## src/rtl/btn_press_classifier.sv

```systemverilog
// Per-channel button debouncer and short/long/auto-repeat press classifier.
// Auto-repeat is built only when the AUTO_REPEAT_EN macro is defined.
module btn_press_classifier #(
  parameter int N_BTN         = 4,
  parameter int DB_CYCLES     = 200,
  parameter int LONG_CYCLES   = 10000,
  parameter int REPEAT_CYCLES = 2000
) (
  input  logic             clk,
  input  logic             rst,
  input  logic [N_BTN-1:0] btn_in,
  output logic [N_BTN-1:0] db_level,
  output logic [N_BTN-1:0] short_pulse,
  output logic [N_BTN-1:0] long_pulse,
  output logic [N_BTN-1:0] repeat_pulse
);

  localparam int DW = $clog2(DB_CYCLES) + 1;
  localparam int HW = $clog2(LONG_CYCLES) + 1;
  localparam logic [DW-1:0] DB_LAST   = DW'(DB_CYCLES - 1);
  localparam logic [HW-1:0] LONG_LAST = HW'(LONG_CYCLES - 1);
  localparam logic [HW-1:0] LONG_FULL = HW'(LONG_CYCLES);

  typedef enum logic [1:0] {
    ST_IDLE,
    ST_PRESSED,
    ST_LONG_HELD
  } state_t;

  if (N_BTN < 1 || N_BTN > 16 || DB_CYCLES < 1 || LONG_CYCLES < 2 || REPEAT_CYCLES < 1) begin : g_bad_param
    $error("btn_press_classifier: parameter out of range");
  end

  logic [N_BTN-1:0] r_sync1;
  logic [N_BTN-1:0] r_sync2;

  always_ff @(posedge clk or posedge rst) begin
    if (rst) begin
      r_sync1 <= '0;
      r_sync2 <= '0;
    end else begin
      r_sync1 <= btn_in;
      r_sync2 <= r_sync1;
    end
  end

  for (genvar g = 0; g < N_BTN; g++) begin : g_ch
    logic            r_db;
    logic [DW-1:0]   r_db_cnt;
    state_t          r_state;
    state_t          w_state_nxt;
    logic [HW-1:0]   r_hold;
    logic [HW-1:0]   w_hold_nxt;
    logic            r_short;
    logic            r_long;
    logic            w_short_nxt;
    logic            w_long_nxt;

    always_ff @(posedge clk or posedge rst) begin
      if (rst) begin
        r_db     <= 1'b0;
        r_db_cnt <= '0;
        r_state  <= ST_IDLE;
        r_hold   <= '0;
        r_short  <= 1'b0;
        r_long   <= 1'b0;
      end else begin
        if (r_sync2[g] != r_db) begin
          if (r_db_cnt == DB_LAST) begin
            r_db     <= ~r_db;
            r_db_cnt <= '0;
          end else begin
            r_db_cnt <= r_db_cnt + DW'(1);
          end
        end else begin
          r_db_cnt <= '0;
        end
        r_state <= w_state_nxt;
        r_hold  <= w_hold_nxt;
        r_short <= w_short_nxt;
        r_long  <= w_long_nxt;
      end
    end

    // long_pulse is registered one cycle early so it is high exactly while
    // the hold counter equals LONG_CYCLES; that cycle then never yields a
    // short pulse, even if the button is released in it.
    always_comb begin
      w_state_nxt = r_state;
      w_hold_nxt  = r_hold;
      w_short_nxt = 1'b0;
      w_long_nxt  = 1'b0;
      case (r_state)
        ST_IDLE: begin
          if (r_db) begin
            w_state_nxt = ST_PRESSED;
            w_hold_nxt  = HW'(1);
          end
        end
        ST_PRESSED: begin
          if (r_hold == LONG_FULL) begin
            w_state_nxt = r_db ? ST_LONG_HELD : ST_IDLE;
            if (!r_db) w_hold_nxt = '0;
          end else if (r_db) begin
            w_hold_nxt = r_hold + HW'(1);
            w_long_nxt = (r_hold == LONG_LAST);
          end else begin
            w_state_nxt = ST_IDLE;
            w_hold_nxt  = '0;
            w_short_nxt = 1'b1;
          end
        end
        ST_LONG_HELD: begin
          if (!r_db) begin
            w_state_nxt = ST_IDLE;
            w_hold_nxt  = '0;
          end
        end
        default: begin
          w_state_nxt = ST_IDLE;
          w_hold_nxt  = '0;
        end
      endcase
    end

`ifdef AUTO_REPEAT_EN
    localparam int RW = $clog2(REPEAT_CYCLES) + 1;
    localparam logic [RW-1:0] REP_LAST = RW'(REPEAT_CYCLES - 1);
    logic [RW-1:0] r_rep_cnt;
    logic          r_rep;
    logic          w_rep_phase;

    // Counting starts in the long_pulse cycle so the first repeat lands
    // exactly REPEAT_CYCLES after it.
    assign w_rep_phase = r_db && ((r_state == ST_LONG_HELD) ||
                                  (r_state == ST_PRESSED && r_hold == LONG_FULL));

    always_ff @(posedge clk or posedge rst) begin
      if (rst) begin
        r_rep_cnt <= '0;
        r_rep     <= 1'b0;
      end else if (w_rep_phase) begin
        r_rep     <= (r_rep_cnt == REP_LAST);
        r_rep_cnt <= (r_rep_cnt == REP_LAST) ? '0 : r_rep_cnt + RW'(1);
      end else begin
        r_rep     <= 1'b0;
        r_rep_cnt <= '0;
      end
    end

    assign repeat_pulse[g] = r_rep;
`else
    assign repeat_pulse[g] = 1'b0;
`endif

    assign db_level[g]    = r_db;
    assign short_pulse[g] = r_short;
    assign long_pulse[g]  = r_long;
  end

endmodule

```

## config.mk

```make
export PLATFORM = sky130hd
export DESIGN_NAME = btn_press_classifier
export DESIGN_NICKNAME = d
export VERILOG_FILES = /design/src/rtl/btn_press_classifier.sv
export SDC_FILE = /design/constraint.sdc
export NUM_CORES = 1
export LEC_CHECK = 0
export BUFFER_PORTS_ARGS = -buffer_cell sky130_fd_sc_hd__buf_2
export CORE_ASPECT_RATIO = 1.75
export CORE_MARGIN = 1
export CORE_UTILIZATION = 25
export DETAILED_ROUTE_END_ITERATION = 7
export HOLD_SLACK_MARGIN = 0.12
export PLACE_DENSITY = 0.42
export SETUP_SLACK_MARGIN = 0.5
export SYNTH_ARGS = -nofsm -noshare
export SYNTH_HDL_FRONTEND = slang
export SYNTH_SLANG_ARGS = --single-unit
```

## constraint.sdc

```tcl
create_clock -name clk -period 6.19 [get_ports clk]
set_input_delay 1.857 -clock clk [delete_from_list [all_inputs] [get_ports clk]]
set_output_delay 1.857 -clock clk [all_outputs]
set_load 0.005 [all_outputs]
```

==> results of run 1 <==
[synth_stat cells (4+ instances only)]
library cell / count / area, um2
and3_1: 19 / 119
nor3_1: 9 / 45.0
or3_1: 10 / 62.6
nand4b_1: 4 / 35.0
a41oi_1: 4 / 35.0
a31oi_1: 17 / 106
mux2_2: 4 / 45.0
buf_4: 16 / 120
ha_1: 12 / 150
and4_1: 8 / 70.1
xnor2_1: 19 / 166
nor2b_1: 12 / 75.1
nand2b_1: 8 / 50.1
a21oi_1: 24 / 120
clkbuf_1: 28 / 105
o211ai_1: 10 / 75.1
nand2_1: 35 / 131
dfrtp_1: 124 / 3100
nor4_1: 10 / 62.6
o31ai_1: 6 / 45.0
or4_1: 15 / 113
and2_1: 8 / 50.1
nor2_1: 51 / 191
or2_2: 4 / 25.0
inv_1: 20 / 75.1
xor2_1: 26 / 228
nand4_1: 24 / 150
nand3_1: 50 / 250
nand3b_1: 7 / 52.6
o21ai_0: 60 / 300
[kinds of logic after synthesis]
logic type / after synthesis / synth area share [%]
other: 1 / 0.0570
buffers and inverters: 66 / 4.71
adder cells (fa/ha/maj): 12 / 2.28
AO/OA/AOI/OAI: 150 / 14.0
multiplexers: 4 / 0.684
XOR/XNOR: 45 / 5.99
flip-flops: 124 / 47.1
AND/OR/NAND/NOR: 288 / 25.2
[layout make-up]
| cell class | count | area, um2 |
|---|---|---|
| fillers | 2669 | 18400 |
| multi-input cells | 503 | 3180 |
| flip-flops and latches | 124 | 3100 |
| clock buffers | 22 | 474 |
| well taps | 320 | 400 |
| clock inverters | 10 | 163 |
| repair buffers | 18 | 92.6 |
| inverters | 20 | 77.6 |
[power breakdown]
group | internal, mW | switching, mW | leakage, nW
logic | 0.00936 | 0.0260 | 1.20
clock network | 0.705 | 0.374 | 0.306
registers | 0.820 | 0.00684 | 1.70
total | 1.53 | 0.407 | 3.21
[sequential cells by signal (all words and copies together) (netlist names)]
name / count
g_ch.r_hold: 60
g_ch.r_state: 8
g_ch.r_db: 4
r_sync2: 4
g_ch.r_long: 4
g_ch.r_short: 4
r_sync1: 4
g_ch.r_db_cnt: 36
[through the flow]
| step | hold slack [ns] | cells |
|---|---|---|
| CTS | 0.349 | 1017 |
| finish | 0.346 | 1017 |
| global placement | 0.332 | 985 |
| floorplan | 0.331 | 693 |
| global route | 0.353 | 1017 |
| detailed placement | 0.336 | 985 |
[worst paths after layout]
check                             startpoint                  to  cells after the start
max                             g_ch[2].r_db         db_level[2]                      1
min                               r_sync1[3]          r_sync2[3]                      0
max reg2reg                g_ch[2].r_hold[0]   g_ch[2].r_hold[0]                      6
min reg2reg                       r_sync1[3]          r_sync2[3]                      0
max in group asynchronous                rst  g_ch[2].r_hold[14]                      3
min in group asynchronous                rst   g_ch[0].r_hold[0]                      2
[routing by layer]
layer  global-route usage, %  share of wire [%]
met4                    6.14                2.5
met1                    12.2                 42
met3                    2.84                2.2
met2                    21.2                 53
met5                       0                  0
==> impl_summary.md, run 1 <==
Status
The run finished with clean final reports.

Global route
The number of global-route vias before repair is 5187. The first-pass GRT wire length is 25400 um. Entering global routing, the biggest net connects 75 pins. The total overflow left after global routing is 0. The initial antenna violation count was 0. Global routing consumed, over all layers together, 11.7% of the routing resources.

Drt
In the final routed layout, each cell accounts on average for 14.5 um. The vias per cell is 5.04. The routed wire length is 14800 um. The residual DRC count is 0. The routed layout has 5125 vias. The post-route antenna net violation count is 0.

The number of DRC markers after the initial detailed-route iteration is 312. The first detailed-routing pass took 4 iterations.

Clock network
CTS saw 124 sinks. In this run the clock root is driven by a clkbuf_16. The clock transition at the registers of the reported paths is 0.06 ns. TritonCTS built the clock tree.

The post-CTS setup buffer count is 0. The number of buffers added by the clock tree synthesis step is 17. The number of buffers between clock root and the deepest sink is 2. The later pin in the worst-skew pair is clocked with a latency of 0.43 ns. Once the clock tree was built, the resizer swapped 0 gates to a different size.

For this design, the CTS-stage hold fixing added 0 buffers. The number of levels in the clock H-tree is 4.

Timing
Setup repair after global routing left no endpoint under its margin. The worst clock skew is 0.00750 ns. Setup slack closes at 2.93 ns. For the pin with the worst max-slew slack, the measured transition is 0.931 ns.

The final max-slew violation count was 0. The shortest clock period the worst path allows after layout is 3.26 ns. The final hold violation count is 0. Setup violations remaining at the end of the flow were counted as 0.

Dividing the final minimum period by the clock period gives 52.6%. Summed over all failing endpoints, the final setup total negative slack is 0 ns. The fmax is 307 MHz. Headroom to the max-slew limit came out at 37.9%.

Critical path
The data required time of the critical path is 4.33 ns. The cell with the biggest individual delay on the critical path is dfrtp_1. Data arrives at the worst endpoint at 1.40 ns. The category of the most critical setup path is reg -> out. The worst setup path is launched from a register. In this run the worst path has a maximum fanout of 20. The sort of element at the end of the critical path is a primary output. The highest cell delay on the worst timing path is 0.73 ns. Counting both buffers and inverters, the worst setup path holds a total of 1. The critical path goes through buf_2.

In this run the register-to-register setup slack is 4.03 ns. The top cell family by delay on the critical path is flip-flops.

Power and ir drop
Power spread over the standard cell area amounts to 259 nW/um2. For this design the static power due to leakage is 3.21 nW. The maximum vdd drop is 0.000175 V. Summing internal, switching and leakage power gives 1.94 mW.

Synth
Dividing the synthesized area by the synthesized cell count gives 9.54 um2. The count of flip-flops with a built-in enable after synthesis is 0. Summing the sequential cell areas from Yosys gives 47.1% of the chip area. The netlist area before placement is 6580 um2.

The count of different cell masters after synthesis is 57. Of all flip-flops after synthesis, the portion carrying an async set or reset was 100%. The number of warnings reported in the yosys synthesis log is 0. Counting every instance in the synthesized netlist gives 690. The most instantiated flip-flop cell in the synthesis netlist is dfrtp_1.

The post-synthesis sequential element count is 124.

Floorplanning
The placeable core region is 25900 um2. For this design the top-level I/O count stands at 22. The die height is 217 um. The number of rows created at floorplan is 78. The die width is 125 um. The area enclosed by the die boundary is 27000 um2. Once the floorplan was initialized, standard cells occupied 25.5% of the core.

Cells and area
The post-route netlist has 9.33% of its cells at a drive strength greater than 1. The utilization after layout is 29.0%. The repair_antennas step left the layout with diodes totalling 0.

At the end of the flow, the number of nets in the layout was 702. Relative to the synthesized area, the layout overhead comes to 13.8%. The cell area after layout is 7490 um2. In the layout the commonest cells are 124 x dfrtp_1, 60 x o21ai_0, 51 x nor2_1. The library cell used most frequently in the layout, excluding fill and tap cells, is dfrtp_1.

Placed design
OpenSTA, run right after detailed placement, puts the worst setup slack at 2.72 ns. The half-perimeter wire length of the detailed placement result is 10100 um. The number of I/O port buffers is 17. At the end of routability-driven placement, the weighted congestion stood at 0.768. The total placed instance area is 6850 um2.

Flow run
Across the run, the number of max-cap violations was 0.

Worst hold path
The kind of path behind the tightest hold check is reg -> reg.
Power figures use the tool's default switching activity.
==> inputs of run 2 (changes only) <==
--- a/config.mk
+++ b/config.mk
@@ -5,13 +5,14 @@
 export SDC_FILE = /design/constraint.sdc
 export NUM_CORES = 1
 export LEC_CHECK = 0
+export ABC_AREA = 1
 export BUFFER_PORTS_ARGS = -buffer_cell sky130_fd_sc_hd__buf_2
 export CORE_ASPECT_RATIO = 1.75
 export CORE_MARGIN = 1
 export CORE_UTILIZATION = 25
 export DETAILED_ROUTE_END_ITERATION = 7
 export HOLD_SLACK_MARGIN = 0.12
-export PLACE_DENSITY = 0.42
+export PLACE_DENSITY = 0.43
 export SETUP_SLACK_MARGIN = 0.5
 export SYNTH_ARGS = -nofsm -noshare
 export SYNTH_HDL_FRONTEND = slang
==> constraint.sdc (replaced) <==
create_clock -name clk -period 2.9 [get_ports clk]
set_input_delay 0.87 -clock clk [delete_from_list [all_inputs] [get_ports clk]]
set_output_delay 0.87 -clock clk [all_outputs]
set_load 0.005 [all_outputs]
==> impl_summary.md, run 2 <==
Critical path
The sort of element at the end of the critical path is a primary output. The cell with the biggest individual delay on the critical path is dfrtp_1. The top cell family by delay on the critical path is flip-flops.

The critical path in this run is classified as reg -> out. The critical path launch point is g_ch[0].r_db. The top fanout value on the critical path is 12 (-40%). The signal on the critical path passes through buf_2. The worst endpoint data arrival time is 1.25 ns (-0.15 ns). The launch point of the worst reg-to-reg path is g_ch[3].r_db. The buffering stage count on the worst path with inverters included was 1 (unchanged). The data required time of the critical path came to 2.03 ns (-2.30 ns).

The startpoint kind of the worst setup timing path is a register. The highest cell delay on the worst timing path is 0.62 ns (-0.11 ns).

Clock network
In this run the clock root is driven by a clkbuf_16. The insertion delay of the later-clocked pin in the worst-skew pair is 0.43 ns (about the same). The number of levels in the clock H-tree is 4 (unchanged). The number of sinks driven by the clock tree came to 124 (unchanged). The hold buffer count at cts is 0 (unchanged).

TritonCTS built the clock tree. The number of buffers added by the clock tree synthesis step is 17 (unchanged). The post-CTS setup buffer count is 0 (unchanged). The clock transition at the registers of the reported paths is 0.06 ns (about the same).

The number of cells upsized or downsized after cts is 0 (unchanged). The number of buffers between clock root and the deepest sink is 2 (unchanged).

Synth
The most common cell in the synthesized netlist is nand2_1. After synthesis, the largest family of logic cells by area is simple AND/OR/NAND/NOR gates. The post-synthesis average cell area is 7.43 um2 (-22%). The post-synthesis sequential element count is 124 (unchanged).

The multiplexer area fraction after synthesis is 0% (-0.68 points). The async set or reset register ratio after synthesis was 100% (unchanged). Ranked by total cell area, the synthesized netlist is headed by dfrtp_1 43%, nand2_1 13%, nand3_1 7.4%. The biggest area contributor in the post-synthesis netlist is dfrtp_1. The netlist area before placement is 7180 um2 (+9.1%). The post-synthesis share of cell area spent on and, or, nand and nor gates was 35.2% (+10 points). The count of different cell masters after synthesis is 34 (-40%).

The count of flip-flops with a built-in enable after synthesis came to 0 (unchanged). The area fraction in compound gates after synthesis is 8.05% (-5.9 points). Sorting the synthesized cells by how often they occur yields 252 x nand2_1, 128 x inv_1, 124 x dfrtp_1, 106 x nand3_1, 106 x nor2_1. The count of mapped cells out of synthesis is 967 (+40%). The portion of synthesized cell area occupied by the leading cell type is 43.2% (-3.9 points).

The sequential cell area fraction in the yosys report came to 43.2% (-3.9 points). The number of warnings reported in the yosys synthesis log came to 0 (unchanged). The fraction of synthesized cell area in xor and xnor cells is 1.59% (-4.4 points).

The area share of fa/ha/maj cells after synthesis is 2.09% (-0.19 points). The most instantiated flip-flop cell in the synthesis netlist is dfrtp_1.

Power and ir drop
The maximum vdd drop is 0.000419 V (+140%). The power per unit of standard cell area is 478 nW/um2 (+85%). The leakage power summed over all cells is 3.72 nW (+16%).

Cells and area
The number of flip-flops under the largest register name is 60 (unchanged). More flip-flops sit in one register than any other, and that register is g_ch.r_hold. The utilization after layout was 29.2% (+0.26 points).

The number of fillers in the final layout is 3038 (+14%). The signed area change from the synthesized netlist to the final layout is 14.3%. The fraction of final layout cells with drive strength greater than 1 came to 10.6% (+1.3 points). The cell area after layout is 8200 um2 (+9.5%). In the final layout, the registers with the most flip-flops are g_ch.r_hold: 60 flops, g_ch.r_db_cnt: 36 flops, g_ch.r_state: 8 flops. Leaving out fill and tap cells, the most frequent cell in the layout is nand2_1. The number of non-filler instances in the completed layout is 1372 (+35%).

The final-stage net count is 1004 (+43%). The count of antenna diodes in the layout is 0 (unchanged). The library cells used most frequently in the layout, excluding fill and tap cells, are 252 x nand2_1, 127 x inv_1, 124 x dfrtp_1.

Timing
The transition time at the pin with the least slew margin is 0.699 ns (-0.233 ns). The fmax is 472 MHz. The headroom to the max-slew limit was 53.3% (+15 points). The setup TNS after final layout is 0 ns (unchanged). Counting I/O delays and the setup requirement, the final critical path takes 2.12 ns. The worst clock skew is 0.00966 ns (+0.00216 ns). In the finished design, the share of the clock period the worst path needs comes to 73.0%.

The final number of setup-violating endpoints is 0 (unchanged). The final max-slew violation count is 0 (unchanged). The smallest hold slack came to 0.347 ns (+0.00147 ns). The final hold violation count is 0 (unchanged).

Setup repair after global routing left no endpoint under its margin.

Drt
The vias per cell is 4.48 (-11%). The routed length per placed instance came to 13.0 um (-11%). The routed via count is 6140 (+20%). The residual DRC count came to 0 (unchanged). The first-pass iteration count of the detailed router is 4 (unchanged). The number of DRC markers after the initial detailed-route iteration was 234 (-25%). The post-route antenna net violation count came to 0 (unchanged). The routed wire length is 17800 um (+21%).

Global route
The number of global-route vias before repair is 6169 (+19%). The initial antenna violation count is 0 (unchanged). The total global routing track utilization came to 13.1% (+1.5 points).

The maximum number of pins on one net before global-route repair came to 34 (-55%). The total congestion overflow after global routing is 0 (unchanged). The first-pass GRT wire length is 29700 um (+17%).

Floorplanning
The number of rows created at floorplan is 81 (+3.8%). The die height is 226 um (+4.4%). The area enclosed by the die boundary is 29400 um2 (+9.0%). The placeable core region was 28100 um2 (+8.5%).

The number of I/O pins was 22 (unchanged). The effective utilization at floorplan is 25.6% (+0.13 points). The die width is 130 um (+4.4%).

Placed design
The half-perimeter wire length of the detailed placement result is 13300 um (+32%). The weighted congestion at the end of routability-driven global placement was 0.805 (+4.9%). The cell total after placement is 1340 (+36%). The number of I/O port buffers is 17 (unchanged). The total placed instance area is 7640 um2 (+12%).

Worst hold path
The worst hold path begins at r_sync1[1]. The kind of path behind the tightest hold check is reg -> reg.

Flow run
The number of max-cap violations came to 0 (unchanged).

Status
The run finished with clean final reports.
-- run 2: cell types whose count changed after synthesis, sizes merged, moves of 12 or more --
cell | before | now
xnor2 | 19 | 2
nand3 | 50 | 113
nor2 | 51 | 126
clkbuf | 28 | 0
inv | 20 | 137
nand2 | 35 | 261
a31oi | 17 | 4
or4 | 16 | 0
nor2b | 12 | 0
and3 | 19 | 0
xor2 | 26 | 11
-- run 2: worst register-to-register path: stages (launching register included) --
cell	delay [ns]
dfrtp_1	0.56
inv_1	0.21
nor3_4	0.52
o21ai_0	0.24
nand2_1	0.12
o21ai_0	0.08
nand2_1	0.06
-- run 2: final timing paths --
path                                      end  slack (ns)  cells past startpoint
min in group asynchronous        g_ch[1].r_db        0.54                      2
max                               db_level[0]        0.78                      1
max in group asynchronous  g_ch[3].r_hold[11]        1.75                      3
max reg2reg                 g_ch[3].r_hold[6]        1.05                      6
min                                r_sync2[1]        0.35                      0
min reg2reg                        r_sync2[1]        0.35                      0
-- run 2: cell families (layout without fill, tap and decap cells) --
family | count (synthesis) | in the layout
AO/OA/AOI/OAI | 100 | 100
XOR/XNOR | 13 | 13
adder cells (fa/ha/maj) | 12 | 12
buffers and inverters | 162 | 191
flip-flops | 124 | 124
other | 1 | 4
AND/OR/NAND/NOR | 555 | 555
-- run 2: cell type report --
| class | count | area (um2) | share of cell area [%] |
|---|---|---|---|
| multi-input combinational | 684 | 3390 | 41.3 |
| sequential | 124 | 3100 | 37.8 |
| inverter | 138 | 522 | 6.36 |
| tap | 373 | 467 | 5.69 |
| clock buffer | 19 | 443 | 5.40 |
| timing repair buffer | 21 | 165 | 2.01 |
| clock inverter | 13 | 119 | 1.45 |
-- run 2: report_power, final --
group	total (mW)	internal, mW	switching [mW]
logic	0.0909	0.0275	0.0634
clock network	2.07	1.20	0.867
registers	1.76	1.75	0.0125
total	3.92	2.98	0.943
-- run 2: layer usage --
metal,vias to the layer above,routed length (um),global-route usage [%]
li1,3147,-,-
met1,2906,6730,12.5
met2,58,10200,25.8
met3,29,317,2.63
met4,0,512,6.60
met5,-,0,0
-- run 2: metrics by stage --
step	total power, mW	setup slack, ns
2_1_floorplan	1.85	0.505
3_3_place_gp	1.89	1.06
3_5_place_dp	1.89	1.03
4_1_cts	4.02	0.752
5_1_grt	4.09	0.707
6_report	3.92	0.783
